==> src/rtl/uart_tx_fifo.sv <==
// Byte FIFO feeding a UART transmitter: buffers writes and launches one byte at a
// time, waiting for a rising edge of the transmitter's done signal between launches.
module uart_tx_fifo #(
  parameter int unsigned DEPTH  = 16,
  parameter int unsigned ADDR_W = 4
) (
  input  logic              i_SysClock,
  input  logic              i_ResetN,
  input  logic              i_WrEn,
  input  logic [7:0]        i_WrByte,
  output logic              o_Full,
  output logic              o_Empty,
  output logic [ADDR_W:0]   o_Count,
  output logic              o_Overflow,
  output logic              o_TxValid,
  output logic [7:0]        o_TxByte,
  input  logic              i_TxDone,
  output logic              o_Busy
);

  localparam logic [0:0] ST_IDLE = 1'b0;
  localparam logic [0:0] ST_WAIT = 1'b1;

  localparam logic [ADDR_W:0]   FullCnt = (ADDR_W+1)'(DEPTH);
  localparam logic [ADDR_W:0]   CntOne  = (ADDR_W+1)'(1);
  localparam logic [ADDR_W-1:0] PtrOne  = ADDR_W'(1);

  logic [7:0]        mem_q [DEPTH];
  logic [ADDR_W-1:0] wptr_q, wptr_d;
  logic [ADDR_W-1:0] rptr_q, rptr_d;
  logic [ADDR_W:0]   count_q, count_d;
  logic [0:0]        state_q, state_d;
  logic              full_q, empty_q;
  logic              ovf_q, ovf_d;
  logic              txvalid_q, txvalid_d;
  logic [7:0]        txbyte_q, txbyte_d;
  logic              done_q;

  logic wr_acc;
  logic pop;
  logic done_rise;

  // Write acceptance looks only at the registered full flag, so a pop in the
  // same cycle cannot make room for a write that arrives while full.
  assign wr_acc    = i_WrEn && !full_q;
  assign pop       = (state_q == ST_IDLE) && (count_q != '0);
  assign done_rise = i_TxDone && !done_q;

  always_comb begin
    wptr_d    = wptr_q;
    rptr_d    = rptr_q;
    count_d   = count_q;
    state_d   = state_q;
    txbyte_d  = txbyte_q;
    txvalid_d = 1'b0;
    ovf_d     = i_WrEn && full_q;

    if (wr_acc) wptr_d = wptr_q + PtrOne;

    if (pop) begin
      rptr_d    = rptr_q + PtrOne;
      txbyte_d  = mem_q[rptr_q];
      txvalid_d = 1'b1;
      state_d   = ST_WAIT;
    end else if ((state_q == ST_WAIT) && done_rise) begin
      state_d = ST_IDLE;
    end

    case ({wr_acc, pop})
      2'b10:   count_d = count_q + CntOne;
      2'b01:   count_d = count_q - CntOne;
      default: count_d = count_q;
    endcase
  end

  always_ff @(posedge i_SysClock) begin
    if (!i_ResetN) begin
      wptr_q    <= '0;
      rptr_q    <= '0;
      count_q   <= '0;
      state_q   <= ST_IDLE;
      full_q    <= 1'b0;
      empty_q   <= 1'b1;
      ovf_q     <= 1'b0;
      txvalid_q <= 1'b0;
      txbyte_q  <= '0;
      done_q    <= 1'b0;
    end else begin
      wptr_q    <= wptr_d;
      rptr_q    <= rptr_d;
      count_q   <= count_d;
      state_q   <= state_d;
      full_q    <= (count_d == FullCnt);
      empty_q   <= (count_d == '0);
      ovf_q     <= ovf_d;
      txvalid_q <= txvalid_d;
      txbyte_q  <= txbyte_d;
      done_q    <= i_TxDone;
    end
  end

  always_ff @(posedge i_SysClock) begin
    if (i_ResetN && wr_acc) mem_q[wptr_q] <= i_WrByte;
  end

  assign o_Full     = full_q;
  assign o_Empty    = empty_q;
  assign o_Count    = count_q;
  assign o_Overflow = ovf_q;
  assign o_TxValid  = txvalid_q;
  assign o_TxByte   = txbyte_q;
  assign o_Busy     = (state_q == ST_WAIT);

endmodule

==> config.mk <==
export PLATFORM = sky130hd
export DESIGN_NAME = uart_tx_fifo
export DESIGN_NICKNAME = d
export VERILOG_FILES = /design/src/rtl/uart_tx_fifo.sv
export SDC_FILE = /design/constraint.sdc
export NUM_CORES = 1
export LEC_CHECK = 0
export ABC_AREA = 1
export ABC_CLOCK_PERIOD_IN_PS = 2100
export CORE_MARGIN = 2
export CORE_UTILIZATION = 50
export CTS_CLUSTER_SIZE = 20
export DETAILED_ROUTE_END_ITERATION = 16
export PLACE_DENSITY = 0.71
export SETUP_SLACK_MARGIN = 0.2
export SKIP_CTS_REPAIR_TIMING = 1
export SYNTH_ARGS = -nofsm -noshare
export SYNTH_HDL_FRONTEND = slang
export SYNTH_SLANG_ARGS = --single-unit
==> constraint.sdc <==
create_clock -name i_SysClock -period 2.1 [get_ports i_SysClock]
set_input_delay 0.42 -clock i_SysClock [delete_from_list [all_inputs] [get_ports i_SysClock]]
set_output_delay 0.42 -clock i_SysClock [all_outputs]
set_load 0.05 [all_outputs]
==> impl_metrics.py <==
metrics = {
    "critical_path": {
        "crit_chain": "nor3_2 -> nand2_1 -> nand2_2 -> inv_2 -> ha_4 -> fa_2 -> or2_1 -> o21ai_2 -> nand2_1 -> nor2_1 -> nand3_1 -> o21ai_1",
        "path_buf_inv": 1,
        "cp-end-kind": "register",
        "r2r_start": "o_Count[3]$_SDFF_PN0_",
        "critical_path_arrival_ns": 2.51,
        "cp.depth": 12,
        "path_class": "reg2reg",
        "cp_max_fo": 4,
        "crit_path_top_delay_cell": "fa_2",
        "max_stage_delay_ns": 0.39,
        "r2r_slack_ns": -0.05,
        "crit_top_cell": "nand2_1",
        "path_delay_family": "simple AND/OR/NAND/NOR gates",
        "r2r_cells": 12,
        "worst_ep_required_time_ns": 2.46,
        "regToRegEndpoint": "o_Empty$_SDFF_PN1_",
        "startpoint_type": "register",
    },
    "timing": {
        "whs_ns": 0.488,
        "clock.fmax_mhz": 465,
        "fin_skew_ns": 0.00770,
        "rsz0062_at_grt": "yes",
        "min_period_ns": 2.15,
        "finalCritPeriodShare_pct": 103,
        "slew_headroom_pct": 47.4,
        "worst_pin_slew_ns": 0.786,
        "setup_violations": 2,
        "finalHoldViolCount": 0,
        "final_max_slew_viol_count": 0,
        "fin_ws_ns": -0.0528,
    },
    "global_route": {
        "antenna_found_initial": 0,
        "grt_pass1_vias": 4456,
        "grt_overflow": 0,
        "grt_pass1_wl_mm": 23.7,
        "grt_usage_pct": 22.1,
        "grt_max_degree": 67,
    },
    "synthesis": {
        "seq_area_frac_synth_pct": 65.3,
        "syn_nets": 708,
        "synth_cells": 686,
        "syn_area_per_cell_um2": 9.78,
        "ys_ff_latch": 155,
        "netlist_area_mm2": 0.00671,
        "synth_edf_count": 128,
        "synth_warnings": 0,
        "netlist-cell-type-count": 23,
        "synth-main-ff-cell": "edfxtp_1",
        "synthArstFlopShare_pct": 0,
    },
    "floorplan": {
        "fp.dieW_um": 120,
        "initial_core_util_pct": 50.9,
        "dieArea_mm2": 0.0144,
        "num_rows": 42,
        "die_y_um": 120,
        "core_area_mm2": 0.0132,
        "io_pins": 30,
    },
    "routing": {
        "vias_per_cell": 5.14,
        "drc_errors": 0,
        "drtIter0Drc": 592,
        "wl_met1_mm": 6.31,
        "dr.pass1.iters": 5,
        "top_layer_used": "met4",
        "routed-wl-met2_mm": 7.55,
        "wl_per_cell_um": 16.5,
        "via_count": 4825,
        "routed_wl_mm": 15.5,
        "postRouteAntennaNets": 0,
        "wl_met3_mm": 1.16,
    },
    "finish": {
        "layout.nets": 772,
        "layout.cells.non_filler": 939,
        "area_growth_pct": 21.7,
        "drive_above_1_share_pct": 14.2,
        "final_area_mm2": 0.00817,
        "diodes": 0,
        "postLayoutCoreUtil_pct": 61.9,
    },
    "power_and_ir_drop": {
        "powerDensity_mw_per_mm2": 1260,
        "ir_drop_uv": 806,
        "leakage_nw": 3.72,
    },
    "outcome": {
        "outcome": "finished, violations left",
        "violations": "setup timing",
    },
    "worst_hold_path": {
        "min_path_cells": 2,
        "hold-path-endpoint": "o_Overflow$_SDFF_PN0_",
        "hold_start": "o_Full$_SDFF_PN0_",
        "hp-class": "reg2reg",
    },
    "clock_network": {
        "clk_latency_ns": 0.42,
        "cts_max_path_buffers": 2,
        "path_clk_slew_ns": 0.06,
        "cts_root_buffer": "clkbuf_16",
        "cts-buffers-inserted": 17,
        "cts.sinks": 155,
        "h-tree-depth": 4,
        "cts_tree": "done",
    },
    "place": {
        "place.port_buffers": 29,
        "place_worst_setup_slack_ns": -0.386,
        "post_dp_cell_area_mm2": 0.00742,
        "gp_congestion": 0.863,
        "place_inst": 900,
        "detailed_place_hpwl_mm": 9.32,
    },
    "run": {
        "drv_cap": 0,
    },
}
==> per-layer routing <==
metal,GRT usage (%),up-vias
met3,4.85,29
met4,9.93,0
met5,0,-
met2,36.1,184
li1,-,2342
met1,28.4,2270
==> cells by family after synthesis <==
family | Yosys count | share of synthesized area [%]
adders and majority gates | 10 | 1.98
DFF | 155 | 65.3
xor gates and xnor gates | 5 | 0.653
buffers and inverters | 122 | 7.61
and+or+nand+nor | 377 | 23.1
AOI/OAI and AO/OA | 17 | 1.27
==> where the power goes <==
part	internal, W	total [W]	switching (W)
Combinational	0.00139	0.00374	0.00234
Sequential	0.00354	0.00369	0.000153
Clock	0.00171	0.00289	0.00118
Total	0.00663	0.0103	0.00368
==> sequential cells by signal (all words and copies together) (netlist names) <==
signal,flops
o_Overflow,1
wptr_q,4
o_TxValid,1
o_Count,5
mem_q,128
o_TxByte,8
done_q,1
o_Full,1
o_Busy,1
o_Empty,1
rptr_q,4
==> per-stage QoR <==
step / total power, W / TNS (ns)
after floorplan: 0.00607 / -0.124
after global placement: 0.00704 / -1.58
after detailed placement: 0.00712 / -1.79
after CTS: 0.0100 / 0
after global routing: 0.0108 / -0.264
final: 0.0103 / -0.0617
==> layout make-up <==
type | instances | area (um2)
Multi-Input combinational cell | 409 | 1920
Timing Repair Buffer | 74 | 702
Fill cell | 1071 | 5020
Tap cell | 176 | 220
Inverter | 93 | 352
Clock buffer | 22 | 507
Clock inverter | 10 | 60.1
Sequential cell | 155 | 4410
==> cell usage after synthesis (2+ instances only) <==
| cell type | count | area share [%] |
|---|---|---|
| a21oi_1 | 10 | 0.75 |
| nand3_1 | 102 | 7.6 |
| dfxtp_1 | 27 | 8.1 |
| xor2_1 | 4 | 0.52 |
| buf_4 | 6 | 0.67 |
| inv_1 | 87 | 4.9 |
| nor3_1 | 2 | 0.15 |
| o21ai_0 | 2 | 0.15 |
| buf_2 | 18 | 1.3 |
| inv_2 | 6 | 0.34 |
| edfxtp_1 | 128 | 57 |
| o21ai_1 | 5 | 0.37 |
| ha_1 | 9 | 1.7 |
| clkbuf_1 | 2 | 0.11 |
| buf_1 | 2 | 0.11 |
| nand2_1 | 227 | 13 |
| nor2_1 | 43 | 2.4 |
==> placed cells by master (no fill, tap or decap), types with 3 or more instances in the layout <==
cell type and n:
inv_2 5, clkdlybuf4s50_1 11, dlymetal6s2s_1 18, inv_4 4
o21ai_1 3, buf_4 42, edfxtp_1 128, ha_4 3
nand3_2 3, clkbuf_16 19, inv_1 87, ha_1 6
nand2_2 3, nand2_1 225, nor2_1 42, a21oi_1 7
dfxtp_1 20, nand3_1 98, dfxtp_4 5, xor2_1 4
clkinv_2 5
==> worst register-to-register path, delay by kind of cell, from the launching register on <==
family / cells / cell delay (ns)
simple gates: 7 / 0.90
fa+ha+maj: 2 / 0.57
flops: 1 / 0.36
compound gates: 2 / 0.22
buf+inv: 1 / 0.05
==> how the worst max path moves through the flow <==
stage,startpoint,to,slack (ns)
after floorplan,o_Count[3]$_SDFF_PN0_,o_Empty$_SDFF_PN1_,-0.08
after global placement,i_WrEn,o_Empty$_SDFF_PN1_,-0.35
after detailed placement,i_WrEn,o_Empty$_SDFF_PN1_,-0.39
after CTS,o_Count[3]$_SDFF_PN0_,o_Empty$_SDFF_PN1_,0.004
after global routing,o_Count[3]$_SDFF_PN0_,o_Empty$_SDFF_PN1_,-0.16
final,o_Count[3]$_SDFF_PN0_,o_Empty$_SDFF_PN1_,-0.05
No activity file was read; power rests on OpenSTA's default activity.
==> variant 1, RTL diff (same settings) <==
Put one more register stage on the output `o_Count`. The value now appears one clock later. The other outputs are not delayed to match.
--- a/src/rtl/uart_tx_fifo.sv
+++ b/src/rtl/uart_tx_fifo.sv
@@ -105,7 +105,9 @@
 
   assign o_Full     = full_q;
   assign o_Empty    = empty_q;
-  assign o_Count    = count_q;
+  always_ff @(posedge i_SysClock) begin
+    o_Count <= count_q;
+  end
   assign o_Overflow = ovf_q;
   assign o_TxValid  = txvalid_q;
   assign o_TxByte   = txbyte_q;
Check against the original RTL: not equivalent (a bounded check fails within 4 cycles, from zero or initial values and one cycle with i_ResetN low).
==> variant 1 against the original RTL <==
  * The flow still finishes with violations (setup timing)
  * Cell area about the same
  * Routed wire length shrank 1.2%
  * Sequential cell count increased by 5
  * Clock power down 8.0%
  * Non-clock buffer count up 2
  * Power down 1.9%
  * Worst setup slack worse by 0.033 ns
  * Area after synthesis increased by 1.5%
  * Die area increased by 1.4%
  * Via count is 0.48% lower
  * Largest cell class unchanged
  * Largest power group is now sequential cells
==> variant 1: results (changes against the original RTL) <==
* Status: complete, but fails checks (unchanged)
* Failing checks: setup timing (unchanged)
* Syn_nets at 713 (was 708)
* Multi-input gate area at 1906 um2 (was 1921 um2)
* Logic pwr share at 0.365 (was 0.362)
* FILL cells at 1,040 (was 1,071)
* Seq. pwr at 3.76 mW (was 3.69 mW)
* Setup TNS at -0.1003 ns (was -0.06173 ns)
* Sequential area share after synthesis at 0.6586 (was 0.6535)
* Gpl congestion at 0.8353 (was 0.8629)
* HPWL Detailed at 9718 um (was 9315 um)
* VDD IR max at 0.6474 mV (was 0.8059 mV)
* Hold path depth at 0 (was 2)
* Initial drt markers at 471 (was 592)
* Final setup fails at 2 (unchanged)
* Top cells by count, synth: 227 x nand2_1, 128 x edfxtp_1, 102 x nand3_1 (unchanged)
* Final #Nets at 779 (was 772)
* Post-synthesis xor/xnor area fraction at 0.006431 (was 0.006527)
* Register area at 4493 um2 (was 4405 um2)
* Psw at 3.684 mW (was 3.679 mW)
* Worst Setup Slack, final at -0.08615 ns (was -0.05276 ns)
* Vias/cell at 5.076 (was 5.138)
* Pin count of the biggest net entering global routing at 35 (was 67)
* Routed len/inst at 16.14 um (was 16.46 um)
* Rel. slew slack at 0.5538 (was 0.4745)
* Clock buf count at 20 (was 22)
* Synth Area in Compound Gates at 0.01250 (was 0.01268)
* Area share of buffers outside the clock network at 0.08471 (was 0.08595)
* Non-Filler Instances at 946 (was 939)
[variant 1: metal layers]
metal	vias up	track usage	part of all wire	wire (um)
met5	-	0	0	0
met4	0	0.09012	0.027	414
met3	36	0.04481	0.058	883
met2	147	0.3436	0.49	7418
met1	2256	0.2858	0.43	6548
li1	2363	-	-	-
[variant 1: stage by stage]
stage / instance area, um2 / setup slack (ns) / hold slack [ns]
after floorplan: 6845 / 0.006445 / 0.3651
after global placement: 7512 / -0.3189 / 0.3886
after detailed placement: 7512 / -0.3386 / 0.3932
after CTS: 8020 / 0.02520 / 0.4019
after global routing: 8168 / -0.2790 / 0.4282
final: 8168 / -0.08615 / 0.4206
[variant 1: path summary, 6_finish.rpt]
check / from / end / slack, ns
worst max-delay path: count_q[1] / o_Empty / -0.09
worst min-delay path: count_q[3] / o_Count[3] / 0.42
worst max register to register: count_q[1] / o_Empty / -0.09
worst min register to register: count_q[3] / o_Count[3] / 0.42
[variant 1: cells by family (layout without fill, tap and decap cells)]
kind of cell               after synthesis  after routing
xor gates and xnor gates                 5              5
and+or+nand+nor                        377            377
adders and majority gates               10             10
AOI/OAI and AO/OA                       17             17
DFF                                    160            160
buffers and inverters                  122            201
[variant 1: worst max-delay path, cell delays in order, from the launching register on]
cell and delay, ns:
dfxtp_2 0.32, nor3_2 0.16, nand2_1 0.09, nand2_2 0.08, inv_2 0.05, ha_4 0.17, fa_2 0.39, or2_1 0.24
o21ai_2 0.07, nand2_1 0.06, nor2_1 0.13, nand3_1 0.15, o21ai_1 0.18
==> variant 2, RTL diff (config.mk and constraints unchanged) <==
Made on the original files. `DEPTH`: 16 -> 32.
--- a/src/rtl/uart_tx_fifo.sv
+++ b/src/rtl/uart_tx_fifo.sv
@@ -1,7 +1,7 @@
 // Byte FIFO feeding a UART transmitter: buffers writes and launches one byte at a
 // time, waiting for a rising edge of the transmitter's done signal between launches.
 module uart_tx_fifo #(
-  parameter int unsigned DEPTH  = 16,
+  parameter int unsigned DEPTH  = 32,
   parameter int unsigned ADDR_W = 4
 ) (
   input  logic              i_SysClock,
Behaviour: not the same (a bounded check fails within 4 cycles, from zero or initial values and one cycle with i_ResetN low).
==> variant 2 against the original RTL <==
  * Sequential cell count unchanged
  * Critical endpoint unchanged
  * Cell area rose by 0.40%
  * Worst setup slack better by 0.16 ns
  * Area after synthesis is 0.30% higher
  * Via count is 2.2% higher
  * Clock power grew 10%
  * Combinational power down 12%
  * Hold slack got worse by 0.030 ns
  * First-iteration DRC count down 15%
  * Highest routed layer unchanged
  * Clock skew decreased by 0.0036 ns
  * Routed wire length up 0.63%
  * Core utilization is 0.25 points higher
  * Power down 1.7%
  * Largest cell class unchanged
==> variant 2: results (changes against the original RTL) <==
* H-tree levels at 4 (unchanged)
* Rel. slew slack at 0.5261 (was 0.4745)
* Number of flops mapped to enable cells by yosys at 128 (unchanged)
* Ys async rst share at 0 (unchanged)
* Yosys warnings at 0 (unchanged)
* Maxcap violations at 0 (unchanged)
* Sequential area share after synthesis at 0.6515 (was 0.6535)
* Port Buf Inserts at 29 (unchanged)
* Pin count of the biggest net entering global routing at 43 (was 67)
* Drt first pass iters at 8 (was 5)
* Gpl congestion at 0.8120 (was 0.8629)
* Placed cell count at 906 (was 900)
* Global-route wire length before repair at 24,240 um (was 23,730 um)
* Number of global-route vias before repair at 4,791 (was 4,456)
* Mux share of post-synthesis cell area at 0 (unchanged)
* Area share of fa/ha/maj cells after synthesis at 0.01971 (was 0.01977)
* Post-synthesis xor/xnor area fraction at 0.005206 (was 0.006527)
* Share of cells above drive strength 1 at 0.1346 (was 0.1415)
* Static Leak at 3.721 nW (was 3.724 nW)
* Final #Nets at 774 (was 772)
* Diodes inserted at 0 (unchanged)
* Count of different cell masters after synthesis at 23 (unchanged)
* Reg clk slew, reported paths at 0.06 ns (about the same)
* Placed inst area at 7438 um2 (was 7417 um2)
* Worst skew pair latency at 0.42 ns (about the same)
* CTS max path bufs at 2 (unchanged)
* Clk root buf: clkbuf_16 (unchanged)
* Area contributors post-synth: edfxtp_1 57%, nand2_1 13%, dfxtp_1 8.0%, nand3_1 7.2%, inv_1 5.0% (was edfxtp_1 57%, nand2_1 13%, dfxtp_1 8.1%, nand3_1 7.6%, inv_1 4.9%)
* CP arrival at 2.35 ns (was 2.51 ns)
* HPWL Detailed at 10,070 um (was 9315 um)
* Pre-CTS WS at -0.3255 ns (was -0.3860 ns)
* Total CTS buffers at 17 (unchanged)
* Syn_nets at 711 (was 708)
* Mean Syn Cell Area at 9.766 um2 (was 9.780 um2)
* Setup Skew at 0.004135 ns (was 0.007701 ns)
* Max FO, Critical Path at 5 (was 4)
* Initial antenna violation count at 0 (unchanged)
* Largest area contributor in the synthesized netlist: edfxtp_1 (unchanged)
* Total Wirelength at 15,550 um (was 15,450 um)
* VDD IR max at 0.6427 mV (was 0.8059 mV)
* Initial drt markers at 502 (was 592)
* Vias at 4,932 (was 4,825)
* Status: finished, final reports clean (was complete, but fails checks)
* Class of the worst hold path: reg2reg (unchanged)
* Max FFs per register at 128 (unchanged)
* Biggest register: mem_q (unchanged)
* Routed len/inst at 16.52 um (was 16.46 um)
* Top cells by count, synth: 231 x nand2_1, 128 x edfxtp_1, 97 x nand3_1 (was 227 x nand2_1, 128 x edfxtp_1, 102 x nand3_1)
* Synth Area in Compound Gates at 0.01562 (was 0.01268)
* GRT Overall Usage at 0.2245 (was 0.2210)
## variant 2: cell types whose count changed after synthesis, moves of 2 or more
cell and change:
inv_2 -5, nand3_1 -5, nand2_1 +4, nor2_1 -4
nor3_1 +4, o21ai_0 +4, a21oi_1 +3, inv_1 +3
o21ai_1 -3, buf_2 -2, buf_4 +2, clkbuf_1 +2
clkinv_1 +2
## variant 2: power by group
part           switching [mW]  internal (mW)  total, mW
Combinational            2.15           1.14       3.29
Clock                    1.20           1.99       3.19
Sequential              0.132           3.51       3.65
## variant 2: final timing paths
check	startpoint	endpoint	slack, ns	cells past startpoint
hold / removal	o_Full	o_Overflow	0.46	2
hold reg to reg	o_Full	o_Overflow	0.46	2
setup / recovery	o_Count[3]	o_Empty	0.11	11
setup reg to reg	o_Count[3]	o_Empty	0.11	11
## variant 2: cell families after synthesis
family                     after synthesis
xor gates and xnor gates                 4
buffers and inverters                  124
adders and majority gates               10
and+or+nand+nor                        375
DFF                                    155
AOI/OAI and AO/OA                       21
## variant 2: metrics by stage
stage / power, mW / hold slack (ns)
3_5_place_dp: 6.810 / 0.4518
2_1_floorplan: 5.893 / 0.5035
5_1_grt: 10.65 / 0.4823
3_3_place_gp: 6.697 / 0.4433
4_1_cts: 9.997 / 0.4617
6_report: 10.13 / 0.4585
## variant 2: cell type report
cell class	instances	area (um2)
fillers	1027	4991
flip-flops and latches	155	4405
multi-input cells	410	1921
repair buffers	75	680.7
clock buffers	18	429.2
inverters	93	349.1
well taps	176	220.2
clock inverters	14	193.9
## variant 2: worst max-delay path, stage by stage, from the launching register on
cell and delay (ns):
dfxtp_4 0.37, nor3_4 0.17, nand2_1 0.08, nand2_2 0.08, inv_2 0.05, ha_4 0.19, fa_2 0.42, o21ai_2 0.15
nand3_1 0.10, nor2_1 0.09, nand3_1 0.09, o21ai_1 0.12
## variant 2: routing by layer
metal / track usage / share of wire
met3: 0.05513 / 0.073
met1: 0.2942 / 0.42
met5: 0 / 0
met4: 0.1007 / 0.026
met2: 0.3555 / 0.48
